`src/rtl/glitch_sweep_ctrl.sv`:
```
// Purpose: automated glitch delay sweep; arms on target trigger, fires injector, watches for success.
// Latency: trigger rise sampled at edge N -> INJ_FIRE in cycle after N+3; INJ_BUSY low at M -> OBSERVE from M+1.
// Backpressure: INJ_BUSY holds the sweep in WAIT_INJ; RESET and ABORT preempt every state.
module glitch_sweep_ctrl #(
  parameter int DELAY_W     = 10,
  parameter int STEP        = 1,
  parameter int RESP_WINDOW = 5000000,
  parameter int ATT_W       = 16
) (
  input  logic               CLOCK_50,
  input  logic               RESET,
  input  logic               START,
  input  logic               ABORT,
  input  logic [DELAY_W-1:0] DELAY_MIN,
  input  logic [DELAY_W-1:0] DELAY_MAX,
  input  logic               TARGET_TRIG,
  input  logic               TARGET_OK,
  input  logic               INJ_BUSY,
  output logic [DELAY_W-1:0] INJ_DELAY,
  output logic               INJ_FIRE,
  output logic               BUSY,
  output logic               DONE,
  output logic               FOUND,
  output logic [DELAY_W-1:0] FOUND_DELAY,
  output logic [ATT_W-1:0]   ATTEMPTS
);

  localparam int WIN_W = $clog2(RESP_WINDOW + 1);
  localparam logic [DELAY_W:0]   STEP_X   = (DELAY_W+1)'(STEP);
  localparam logic [WIN_W-1:0]   WIN_LAST = WIN_W'(RESP_WINDOW - 1);

  typedef enum logic [2:0] {
    S_IDLE,
    S_ARM,
    S_FIRE,
    S_GUARD,
    S_WAIT_INJ,
    S_OBSERVE
  } state_t;

  state_t state, state_n;

  logic               trig_s1, trig_s2, trig_s3, trig_rise;
  logic               ok_s1, ok_s2;

  logic [DELAY_W-1:0] inj_delay_q, inj_delay_n;
  logic [ATT_W-1:0]   attempts_q, attempts_n;
  logic               done_q, done_n;
  logic               found_q, found_n;
  logic [DELAY_W-1:0] found_delay_q, found_delay_n;
  logic               guard_cnt_q, guard_cnt_n;
  logic [WIN_W-1:0]   win_cnt_q, win_cnt_n;

  // Next delay is formed one bit wider so a large STEP clamps to DELAY_MAX instead of wrapping.
  logic [DELAY_W:0]   delay_sum;
  logic [DELAY_W-1:0] delay_step;

  assign delay_sum  = {1'b0, inj_delay_q} + STEP_X;
  assign delay_step = (delay_sum > {1'b0, DELAY_MAX}) ? DELAY_MAX : delay_sum[DELAY_W-1:0];

  // Two-flop synchronizers for the async target lines; the trigger rise pulse is registered,
  // which costs one cycle but keeps the pulse clean of the synchronizer output path.
  always_ff @(posedge CLOCK_50) begin
    if (RESET) begin
      trig_s1   <= 1'b0;
      trig_s2   <= 1'b0;
      trig_s3   <= 1'b0;
      trig_rise <= 1'b0;
      ok_s1     <= 1'b0;
      ok_s2     <= 1'b0;
    end else begin
      trig_s1   <= TARGET_TRIG;
      trig_s2   <= trig_s1;
      trig_s3   <= trig_s2;
      trig_rise <= trig_s2 & ~trig_s3;
      ok_s1     <= TARGET_OK;
      ok_s2     <= ok_s1;
    end
  end

  // State register.
  always_ff @(posedge CLOCK_50) begin
    if (RESET) state <= S_IDLE;
    else       state <= state_n;
  end

  // Sweep datapath registers: delay, attempt count, result flags and the two local counters.
  always_ff @(posedge CLOCK_50) begin
    if (RESET) begin
      inj_delay_q   <= '0;
      attempts_q    <= '0;
      done_q        <= 1'b0;
      found_q       <= 1'b0;
      found_delay_q <= '0;
      guard_cnt_q   <= 1'b0;
      win_cnt_q     <= '0;
    end else begin
      inj_delay_q   <= inj_delay_n;
      attempts_q    <= attempts_n;
      done_q        <= done_n;
      found_q       <= found_n;
      found_delay_q <= found_delay_n;
      guard_cnt_q   <= guard_cnt_n;
      win_cnt_q     <= win_cnt_n;
    end
  end

  // Next-state and datapath updates; ABORT at the end overrides everything but the held results.
  always_comb begin
    state_n       = state;
    inj_delay_n   = inj_delay_q;
    attempts_n    = attempts_q;
    done_n        = done_q;
    found_n       = found_q;
    found_delay_n = found_delay_q;
    guard_cnt_n   = guard_cnt_q;
    win_cnt_n     = win_cnt_q;

    case (state)
      S_IDLE: begin
        if (START) begin
          if (DELAY_MIN <= DELAY_MAX) begin
            inj_delay_n   = DELAY_MIN;
            attempts_n    = '0;
            found_n       = 1'b0;
            found_delay_n = '0;
            done_n        = 1'b0;
            state_n       = S_ARM;
          end else begin
            // Empty range: report an immediate unsuccessful finish.
            done_n     = 1'b1;
            found_n    = 1'b0;
            attempts_n = '0;
          end
        end
      end
      S_ARM: begin
        if (trig_rise) state_n = S_FIRE;
      end
      S_FIRE: begin
        if (attempts_q != '1) attempts_n = attempts_q + ATT_W'(1);
        guard_cnt_n = 1'b0;
        state_n     = S_GUARD;
      end
      S_GUARD: begin
        // INJ_BUSY may not be up yet right after the strobe, so it is not looked at here.
        if (guard_cnt_q) state_n = S_WAIT_INJ;
        else             guard_cnt_n = 1'b1;
      end
      S_WAIT_INJ: begin
        if (!INJ_BUSY) begin
          win_cnt_n = '0;
          state_n   = S_OBSERVE;
        end
      end
      S_OBSERVE: begin
        if (ok_s2) begin
          found_n       = 1'b1;
          found_delay_n = inj_delay_q;
          done_n        = 1'b1;
          state_n       = S_IDLE;
        end else if (win_cnt_q == WIN_LAST) begin
          if (inj_delay_q == DELAY_MAX) begin
            done_n  = 1'b1;
            found_n = 1'b0;
            state_n = S_IDLE;
          end else begin
            inj_delay_n = delay_step;
            state_n     = S_ARM;
          end
        end else begin
          win_cnt_n = win_cnt_q + WIN_W'(1);
        end
      end
      default: state_n = S_IDLE;
    endcase

    if (ABORT) begin
      state_n       = S_IDLE;
      done_n        = 1'b0;
      inj_delay_n   = inj_delay_q;
      attempts_n    = attempts_q;
      found_n       = found_q;
      found_delay_n = found_delay_q;
    end
  end

  assign INJ_FIRE    = (state == S_FIRE);
  assign BUSY        = (state != S_IDLE);
  assign INJ_DELAY   = inj_delay_q;
  assign DONE        = done_q;
  assign FOUND       = found_q;
  assign FOUND_DELAY = found_delay_q;
  assign ATTEMPTS    = attempts_q;

endmodule
```
`config.mk`:
```
export PLATFORM = sky130hd
export DESIGN_NAME = glitch_sweep_ctrl
export DESIGN_NICKNAME = d
export VERILOG_FILES = /design/src/rtl/glitch_sweep_ctrl.sv
export SDC_FILE = /design/constraint.sdc
export NUM_CORES = 1
export LEC_CHECK = 0
export ABC_AREA = 1
export CAP_MARGIN = 10
export CORE_ASPECT_RATIO = 1.25
export CORE_MARGIN = 2
export CORE_UTILIZATION = 56
export DETAILED_ROUTE_END_ITERATION = 8
export PLACE_DENSITY_LB_ADDON = 0.25
export SKIP_LAST_GASP = 1
export SYNTH_ARGS = -nofsm -noshare
export SYNTH_HDL_FRONTEND = slang
export SYNTH_SLANG_ARGS = --single-unit
```
`constraint.sdc`:
```
create_clock -name CLOCK_50 -period 3 [get_ports CLOCK_50]
set_input_delay 0.6 -clock CLOCK_50 [delete_from_list [all_inputs] [get_ports CLOCK_50]]
set_output_delay 0.6 -clock CLOCK_50 [all_outputs]
set_load 0.02 [all_outputs]
```
# Word-level counts from Yosys, hierarchy flattened
# Cells that the tools add are included.
# word_totals
reg_bits	71
output_inout_bits	40
wordCells	96
input_bits	27
# op_classes
add_sub_neg	3
reduce_logical	14
n_eq_ne	21
order_cmp	2
bitwise_logic	3
muxes	39
# ops
cell	count
2-to-1 mux 10 bit	9
2-to-1 mux 23 bit	3
one-hot mux 23 bit (2 select lines)	1
one-hot mux 10 bit (2 select lines)	2
2-to-1 mux 16 bit	2
one-hot mux 16 bit (2 select lines)	1
adder 23 x 1 -> 23 bit, second input constant	1
equality test 23 bit, second input constant	1
2-to-1 mux 3 bit	7
!= test 2 bit, second input constant	10
one-hot mux 3 bit (6 select lines)	1
adder 16 x 1 -> 16 bit, second input constant	1
!= test 16 bit, second input constant	1
AND reduction 4 bit	3
adder 10 x 1 -> 11 bit, second input constant	1
> comparator 11 x 10 -> 1 bit	1
equality test 10 bit	1
<= comparator 10 bit	1
2-to-1 mux 1 bit	10
AND reduction 5 bit	2
nonzero test 2 bit	4
AND reduction 7 bit	1
equality test 3 x 2 -> 1 bit, second input constant	2
equality test 3 bit, second input constant	2
10 further kinds	14

# Depth between registers and ports, before layout
# depth
ltp_word	7
ltp_mapped	19
ltp_nobuf	18

# Worst setup path after synthesis
# No wires, ideal clock.
# synth_timing
path_kind	reg-to-reg
from	reg inj_delay_q[2] (netlist: INJ_DELAY[2])
to	reg inj_delay_q[0] (netlist: INJ_DELAY[0])
required_ps	2885
setup_time_ps	115
n_path_buf	1
arrival_time_ps	2371
period_less_slack_ps	2486
path_stages_with_launch	16
setup_slack_ps	514
cell_sequence	dfxtp_1 > buf_2 > nand3_1 > nor2_1 > nand3_1 > nor2_1 > xor2_1 > inv_1 > ha_1 > inv_1 > nor4_1 > nand3_1 > nand2_1 > nand2_1 > nand3_1 > a21oi_2
# synth_via
elab_chain_cells	7
word_cells_on_any_way	10
cone_classes	1 x add/sub; 1 x order compare; 2 x eq/ne; 5 x mux; 1 x reduce/logical
# synth_rtl
item	line_no	rtl
start, declared	46	logic [DELAY_W-1:0] inj_delay_q, inj_delay_n;
start signal, assigned	98	inj_delay_q <= inj_delay_n;
adder 10 x 1 -> 11 bit	58	assign delay_sum = {1'b0, inj_delay_q} + STEP_X;
> comparator 11 x 10 -> 1 bit	59	assign delay_step = (delay_sum > {1'b0, DELAY_MAX}) ? DELAY_MAX : delay_sum[DELAY_W-1:0];
2-to-1 mux 10 bit	59	
2-to-1 mux 10 bit	163	if (inj_delay_q == DELAY_MAX) begin
2-to-1 mux 10 bit	162	end else if (win_cnt_q == WIN_LAST) begin
2-to-1 mux 10 bit	157	if (ok_s2) begin
one-hot mux 10 bit (2 select lines)	119	case (state)
# Several ways; a longest one is shown, not always the timed one. The select of a mux whose other input is x is not followed.
# A chain may end at the register's enable or synchronous reset.

# Final worst setup path
# layout_timing
from	reg inj_delay_q[3] (netlist: INJ_DELAY[3])
to	reg inj_delay_q[6] (netlist: INJ_DELAY[6])
# Same word-level chain as after synthesis.

==> run summary <==
The multi-input gate area in the final layout is 3070 sq um. The number of flops mapped to enable cells by yosys is 0. The die is 88.7 um wide.

Fill cells in the final layout number 750. TritonCTS built the clock tree. Worst flop-to-flop path endpoint: INJ_DELAY[6]$_SDFFE_PP0P_. Number of antenna violations at the first check in global routing: 0. Sorting the synthesized cells by area gives the leading types as sky130_fd_sc_hd__dfxtp_1 (28%), sky130_fd_sc_hd__nand2_1 (18%), sky130_fd_sc_hd__nand3_1 (6.9%). The worst setup path is captured at a flop.

The synthesized flop and latch total was 71. Timing would allow up to 356 MHz. For this design, the CTS-stage hold fixing added 0 buffers. Number of placement rows: 38. The logs give 842 for the net count after synthesis and 12,900 um for the wire length after detailed routing. Entering global routing, the biggest net connects 53 pins. The period utilization came out at 93.5%.

Once detailed placement completed, the half-perimeter wirelength came to 9510 um. CTS placed an instance of sky130_fd_sc_hd__clkbuf_8 at the clock tree root. After detailed routing, the number of vias per cell comes to 5.28.

The tools report the worst flop-to-flop path startpoint as INJ_DELAY[3]$_SDFFE_PP0P_. For this run, the detailed router's first-pass iteration total came to 5. After detailed routing, the average wire length per cell comes to 13.1 um. The run gives 17.4% as the fraction of power consumed by combinational cells.

The number of levels the H-tree was split into was 3; the DRC violation count after routing was 0. The mux cell area share after synthesis works out to 0%. Maximum fanout along the worst path: 10. The flow ran to the end, and the final reports show no timing, DRC or antenna violations.

Global routing used 33.2% of the available met1 tracks. Relative to the synthesized area, the layout overhead comes to 18.7%. In this run the standard cell core region covers 8700 sq um. The final route contains 5,160 vias.

Clock-pin slew was measured on the worst setup and hold paths at 0.08 ns. The logs give 3.30% for the met3 demand-to-capacity share in global routing and 0 for the max capacitance violation total. The largest total area in the synthesized netlist belongs to sky130_fd_sc_hd__dfxtp_1.

After global routing, the most crowded layer is met2. The dominant cell type by count on the critical path is sky130_fd_sc_hd__nand3_1. Data on the critical path arrives at its endpoint at 3.11 ns. Slowest cell on the critical path: sky130_fd_sc_hd__dfxtp_1. Internal power comes to 1.61 mW.

The logs give 0 for the total count of hold-check failures in the final report and 0 for the number of buffers inserted by post-CTS setup repair. The total overflow left after global routing is 0. After layout, the minimum clock period comes to 2.81 ns.

Of the synthesized area, sequential elements account for 28.3%. The TritonCTS sink count came out at 71. For this block, the initial DRC count from the detailed router was 398.

In the synthesized netlist the dominant register cell turns out to be sky130_fd_sc_hd__dfxtp_1. Clock buffer count from CTS: 9. Walking the worst path, the cells encountered are inv_1, nor2_1, nand3_1, nor2_1, xor2_1, inv_1, ha_1, inv_1, nor4_1, nand3_1, buf_4, nand3_1, nand3_1, a21oi_2.

The first global-routing pass estimated 21,200 um of wire. The aggregate global-route resource usage was 27.4%. Area enclosed by the die boundary: 9750 sq um.

The detail route stage leaves a number of antenna-violating nets equal to 0. During synthesis, Yosys emitted a total of 0 warnings. The clock network accounts for 38.8% of the total power.

The synthesized area per cell was 6.34 sq um. For this run, the number of standard cells in the final layout without fillers is 978. The leakage dissipation came out at 2.44 nW.

Classification of the worst setup path: flop to flop. Summing the areas of all compound-gate instances in the mapped netlist gives 9.79% of the synthesized area. The via count of the first global-routing pass was 4,756; the cell area after technology mapping was 5020 sq um. The share of Yosys cell area claimed by the top area cell type was 28.3%; the starting utilization of the core area was 57.7%. In this run the worst hold path is classified as flop to flop. The analysis attributes to net switching a power of 0.644 mW. Across the routed clock network, the largest skew measured is 0.00757 ns. The final layout contains 903 nets. The sequential cells in the finished layout cover a total of 1420 sq um.

Port buffering added 66 buffers. The count of antenna diodes in the layout came out at 0. The synthesized netlist contains 36 unique library cells.

The depth of the worst register-to-register path is 14. The run gives 962 as the number of instances in the placed design. The tools report the register-to-register setup slack as 0.19 ns. The fraction of final layout cells sized beyond drive strength 1 is 9.09%, and the worst slew margin relative to its limit is 60.6%. The clock insertion delay at the later pin of the skew report is 0.36 ns, and the share of synthesized cell area in and, or, nand and nor gates is 39.4%. The ratio of total power to cell area is 379 nW/um^2. The worst setup path is launched from a flop. Across the VDD grid, the largest voltage drop is 0.310 mV. Of the total synthesized cell area, the portion taken by XOR and XNOR cells is 6.10%. Of the total synthesized cell area, the portion taken by full adders, half adders and majority gates is 5.73%. Data on the critical path is required at its endpoint by 3.30 ns. The routability-driven placement congestion ratio came out at 0.980.

For met2 alone, demand over resource in global routing was 47.3%. Setup repair after global routing left no endpoint under its margin. In this run the worst setup path terminates at INJ_DELAY[6]$_SDFFE_PP0P_. For the pin with the worst max-slew slack, the measured transition is 0.590 ns. The run gives 792 as the synthesized instance count. The share of total power consumed by net switching was 28.5%. The maximum clock insertion buffer count was 2. The logs give 43.8% for the part of the total power dissipated in sequential elements and 67 for the boundary pin count. The count of final max-slew check failures is 0, and the share of async-settable or async-resettable flops after synthesis is 0%. Setup violations remaining at the end of the flow were counted as 0. The critical path's largest stage delay works out to 0.47 ns.

Setup total negative slack on the finished layout was measured at 0 ns. By area, the combinational part of the netlist is dominated by simple AND/OR/NAND/NOR gates. Critical path launch point: INJ_DELAY[3]$_SDFFE_PP0P_.

The die is 110 um tall.
-- routing by layer --
metal  share of wire, %  vias up
met1                 42     2328
li1                   -     2618
met5                  0        -
met2                 49      179
met4                3.1        0
met3                5.5       35
-- cell usage after synthesis, types with 2 or more instances --
cell type,count
sky130_fd_sc_hd__nand4_1,7
sky130_fd_sc_hd__a21oi_2,12
sky130_fd_sc_hd__nand2_4,2
sky130_fd_sc_hd__buf_6,8
sky130_fd_sc_hd__nor3_1,12
sky130_fd_sc_hd__o21ai_0,13
sky130_fd_sc_hd__buf_2,5
sky130_fd_sc_hd__nor2_1,92
sky130_fd_sc_hd__xor2_1,27
sky130_fd_sc_hd__inv_1,89
sky130_fd_sc_hd__nor2_2,12
sky130_fd_sc_hd__nand3_2,5
sky130_fd_sc_hd__nand3_1,69
sky130_fd_sc_hd__nand2_2,6
sky130_fd_sc_hd__buf_4,2
sky130_fd_sc_hd__a21o_1,2
sky130_fd_sc_hd__dfxtp_1,71
sky130_fd_sc_hd__clkbuf_1,9
sky130_fd_sc_hd__ha_1,23
sky130_fd_sc_hd__nand2_1,238
sky130_fd_sc_hd__inv_2,8
sky130_fd_sc_hd__clkinv_2,2
sky130_fd_sc_hd__nand3b_1,2
sky130_fd_sc_hd__xnor2_1,8
sky130_fd_sc_hd__a21oi_1,57
-- state kept, by name (all words and copies together) (netlist names), 3 cells and up --
name         flops
win_cnt_q       23
ATTEMPTS        16
FOUND_DELAY     10
INJ_DELAY       10
state            3
-- cell usage in the layout, fill, tap and decap left out, drive strengths merged, types with 11 or more instances in the layout --
cell,count
xor2,27
clkbuf,11
dfxtp,71
nand3,74
nor3,14
inv,97
ha,23
a21oi,69
o21ai,14
nand2,246
nor2,105
clkdlybuf4s50,65
-- power groups by stage --
stage | logic, mW | registers (mW) | clock network [mW]
2_1_floorplan | 0.238 | 1.02 | 0
3_3_place_gp | 0.379 | 1.01 | 0
3_5_place_dp | 0.388 | 1.01 | 0
4_1_cts | 0.392 | 0.987 | 0.883
5_1_grt | 0.439 | 0.990 | 0.916
6_report | 0.393 | 0.988 | 0.876
-- worst max-delay path, delay by kind of cell (launching register included) --
| kind | cells | cell delay [ns] |
|---|---|---|
| and+or+nand+nor | 7 | 1.17 |
| DFF | 1 | 0.47 |
| AOI/OAI and AO/OA | 1 | 0.16 |
| adders and majority gates | 1 | 0.28 |
| buffers and inverters | 4 | 0.44 |
| xor gates and xnor gates | 1 | 0.23 |
-- area by class of cell --
cell class	count	share of cell area (%)
clock buffers	11	2.37
clock inverters	5	1.36
inverters	99	6.27
multi-input cells	598	51.4
flip-flops and latches	71	23.8
well taps	120	2.52
repair buffers	74	12.2
-- stage by stage --
step / setup slack, ns / hold WS, ns / power, mW / cell area, sq um / util [%]
2_1_floorplan: 0.514 / 0.373 / 1.26 / 5020 / -
3_3_place_gp: 0.268 / 0.377 / 1.39 / 5740 / 65.9
3_5_place_dp: 0.146 / 0.387 / 1.40 / 5740 / 65.9
4_1_cts: 0.187 / 0.399 / 2.26 / 5960 / 68.5
5_1_grt: 0.00815 / 0.414 / 2.35 / 5960 / 68.5
6_report: 0.194 / 0.395 / 2.26 / 5960 / 68.5
-- worst min path at each step --
stage | end | slack [ns] | start | cells past startpoint
final | trig_rise$_SDFF_PP0_ | 0.40 | trig_s3$_SDFF_PP0_ | 1
after detailed placement | trig_rise$_SDFF_PP0_ | 0.39 | trig_s3$_SDFF_PP0_ | 1
after CTS | trig_rise$_SDFF_PP0_ | 0.40 | trig_s3$_SDFF_PP0_ | 1
after global routing | trig_rise$_SDFF_PP0_ | 0.41 | trig_s3$_SDFF_PP0_ | 1
after floorplan | trig_rise$_SDFF_PP0_ | 0.37 | trig_s3$_SDFF_PP0_ | 1
after global placement | trig_rise$_SDFF_PP0_ | 0.38 | trig_s3$_SDFF_PP0_ | 1
-- cells by family after synthesis --
logic type               count (synthesis)
AND/OR/NAND/NOR                        453
flip-flops                              71
AO/OA/AOI/OAI                           87
adder cells (fa/ha/maj)                 23
XOR/XNOR                                35
buffers and inverters                  123
-- repair_timing --
action	CTS	global route
resized for setup	0	1
hold endpoints to repair	0	0
endpoints found under the setup margin	0	6
Power figures use the tool's default switching activity.
==> edit (config.mk and constraints unchanged) <==
Encoding of `state_t`: now one-hot (6 bits for 6 states).
--- a/src/rtl/glitch_sweep_ctrl.sv
+++ b/src/rtl/glitch_sweep_ctrl.sv
@@ -29,13 +29,13 @@
   localparam logic [DELAY_W:0]   STEP_X   = (DELAY_W+1)'(STEP);
   localparam logic [WIN_W-1:0]   WIN_LAST = WIN_W'(RESP_WINDOW - 1);
 
-  typedef enum logic [2:0] {
-    S_IDLE,
-    S_ARM,
-    S_FIRE,
-    S_GUARD,
-    S_WAIT_INJ,
-    S_OBSERVE
+  typedef enum logic [5:0] {
+    S_IDLE     = 6'b000001,
+    S_ARM      = 6'b000010,
+    S_FIRE     = 6'b000100,
+    S_GUARD    = 6'b001000,
+    S_WAIT_INJ = 6'b010000,
+    S_OBSERVE  = 6'b100000
   } state_t;
 
   state_t state, state_n;
Behaviour: same outputs for any inputs over 4 cycles, from zero or initial values and one cycle with RESET high; so few cycles prove little.
==> edit against the original RTL <==
- routed wire length grew 15%
- cell area grew 5.6%
- combinational power grew 29%
- total power grew 21%
- final cell count grew 2.5%
- non-clock buffer count grew 4
- die area grew 3.9%
- sequential cell count grew 3
- synthesized cell count grew 2.0%
- via count grew 6.5%
- setup slack lost 0.020 ns
- clock power grew 36%
- area after synthesis grew 4.0%
- critical path type unchanged
- largest power group is now clock
==> edit: results (changes against the original RTL) <==
| Metric | Value |
|---|---|
| Vias per inst | 5.49 (+4.0%) |
| Most common library cells after synthesis | nand2_1, nor2_1, inv_1, dfxtp_1, nand3_1 |
| Pleak | 2.53 nW (+3.6%) |
| Status | finished clean |
| Clock Pin Slew Worst Setup and Hold Paths | 0.06 ns (-0.02 ns) |
| Worst VDD drop | 0.000362 V (+17%) |
| Synth Area in Compound Gates | 0.119 (+0.0206) |
| Final HPWL DP | 11.1 mm (+17%) |
| Dpl ws | 0.0683 ns (-0.0782 ns) |
| Layout fillers | 805 (+7.3%) |
| DR iter-0 viols | 388 (-2.5%) |
| Core Region | 9130 sq um (+4.9%) |
| Max incr delay on CP | 0.37 ns (-0.10 ns) |
| Layout cell share with drive strength beyond 1 | 0.0887 (-0.00217) |
| Pin count of the biggest net entering global routing | 40 (-25%) |
| Met2 wire length | 7.49 mm (+18%) |
| Seq/Total Area, Yosys | 0.284 (+0.000515) |
| Synth unique cells | 47 (+31%) |
| Cells after DPL | 986 (+2.5%) |
| GR Util All Layers | 0.293 (+0.0187) |
| CP arrival | 3.09 ns (-0.02 ns) |
| Syn nets | 858 (+1.9%) |
| Post-DP Area | 5950 sq um (+3.8%) |
| Routed wire per std cell | 14.7 um (+12%) |
| Post-route cell area | 6290 sq um (+5.6%) |
| Worst Clk Skew | 0.00907 ns (+0.00150 ns) |
| Vias in the first global route | 5194 (+9.2%) |
| Post-Synth Adder-Cell Area | 0.0551 (-0.00222) |
| Via count | 5496 (+6.5%) |
| First-pass GRT wire length | 24.4 mm (+15%) |
| Clock tree root driver cell | clkbuf_16 |
| GPL Wtd Cong | 1.03 (+5.0%) |
| Nets | 924 (+2.3%) |
-- edit: cell count changes after synthesis, moves of 6 or more --
| cell | delta |
|---|---|
| o21bai_1 | +11 |
| nand2_2 | +9 |
| nand4_1 | +18 |
| nor2_2 | -9 |
| xor2_1 | -8 |
| nand2_1 | -42 |
| nor3_1 | +16 |
| nor2_1 | +10 |
| inv_1 | +11 |
| nand3_1 | -6 |
-- edit: worst paths after layout --
path	from	to	slack, ns	cells after the start
setup / recovery	INJ_DELAY[1]	INJ_DELAY[9]	0.17	16
hold / removal	trig_s3	trig_rise	0.39	1
setup reg to reg	INJ_DELAY[1]	INJ_DELAY[9]	0.17	16
hold reg to reg	trig_s3	trig_rise	0.39	1
-- edit: routing by layer --
metal  GRT usage  vias up
met5           0        -
met3      0.0474       41
met4       0.144        0
li1            -     2746
met2       0.535      202
met1       0.329     2507
-- edit: worst register-to-register path: stages (launching register included) --
cell and delay [ns]:
dfxtp_1 0.37, ha_1 0.20, nand3_1 0.16, nor2_4 0.23, nand2_1 0.10, xor2_1 0.23
inv_1 0.07, ha_1 0.27, nand2_1 0.11, inv_1 0.06, a22o_1 0.18, nor2_1 0.13
nand2_1 0.10, buf_4 0.18, nand3_1 0.07, nand3_1 0.09, a21oi_1 0.19
-- edit: power breakdown --
group | total (W) | switching (W) | internal (W)
combinational | 0.000506 | 0.000306 | 0.000200
clock | 0.00119 | 0.000451 | 0.000735
sequential | 0.00105 | 0.0000387 | 0.00101
total | 0.00274 | 0.000796 | 0.00194
-- edit: layout make-up --
type,instances,area share
multi-input cells,602,0.504
flip-flops and latches,74,0.235
repair buffers,78,0.118
inverters,109,0.0654
clock buffers,9,0.0358
well taps,123,0.0245
clock inverters,7,0.0161
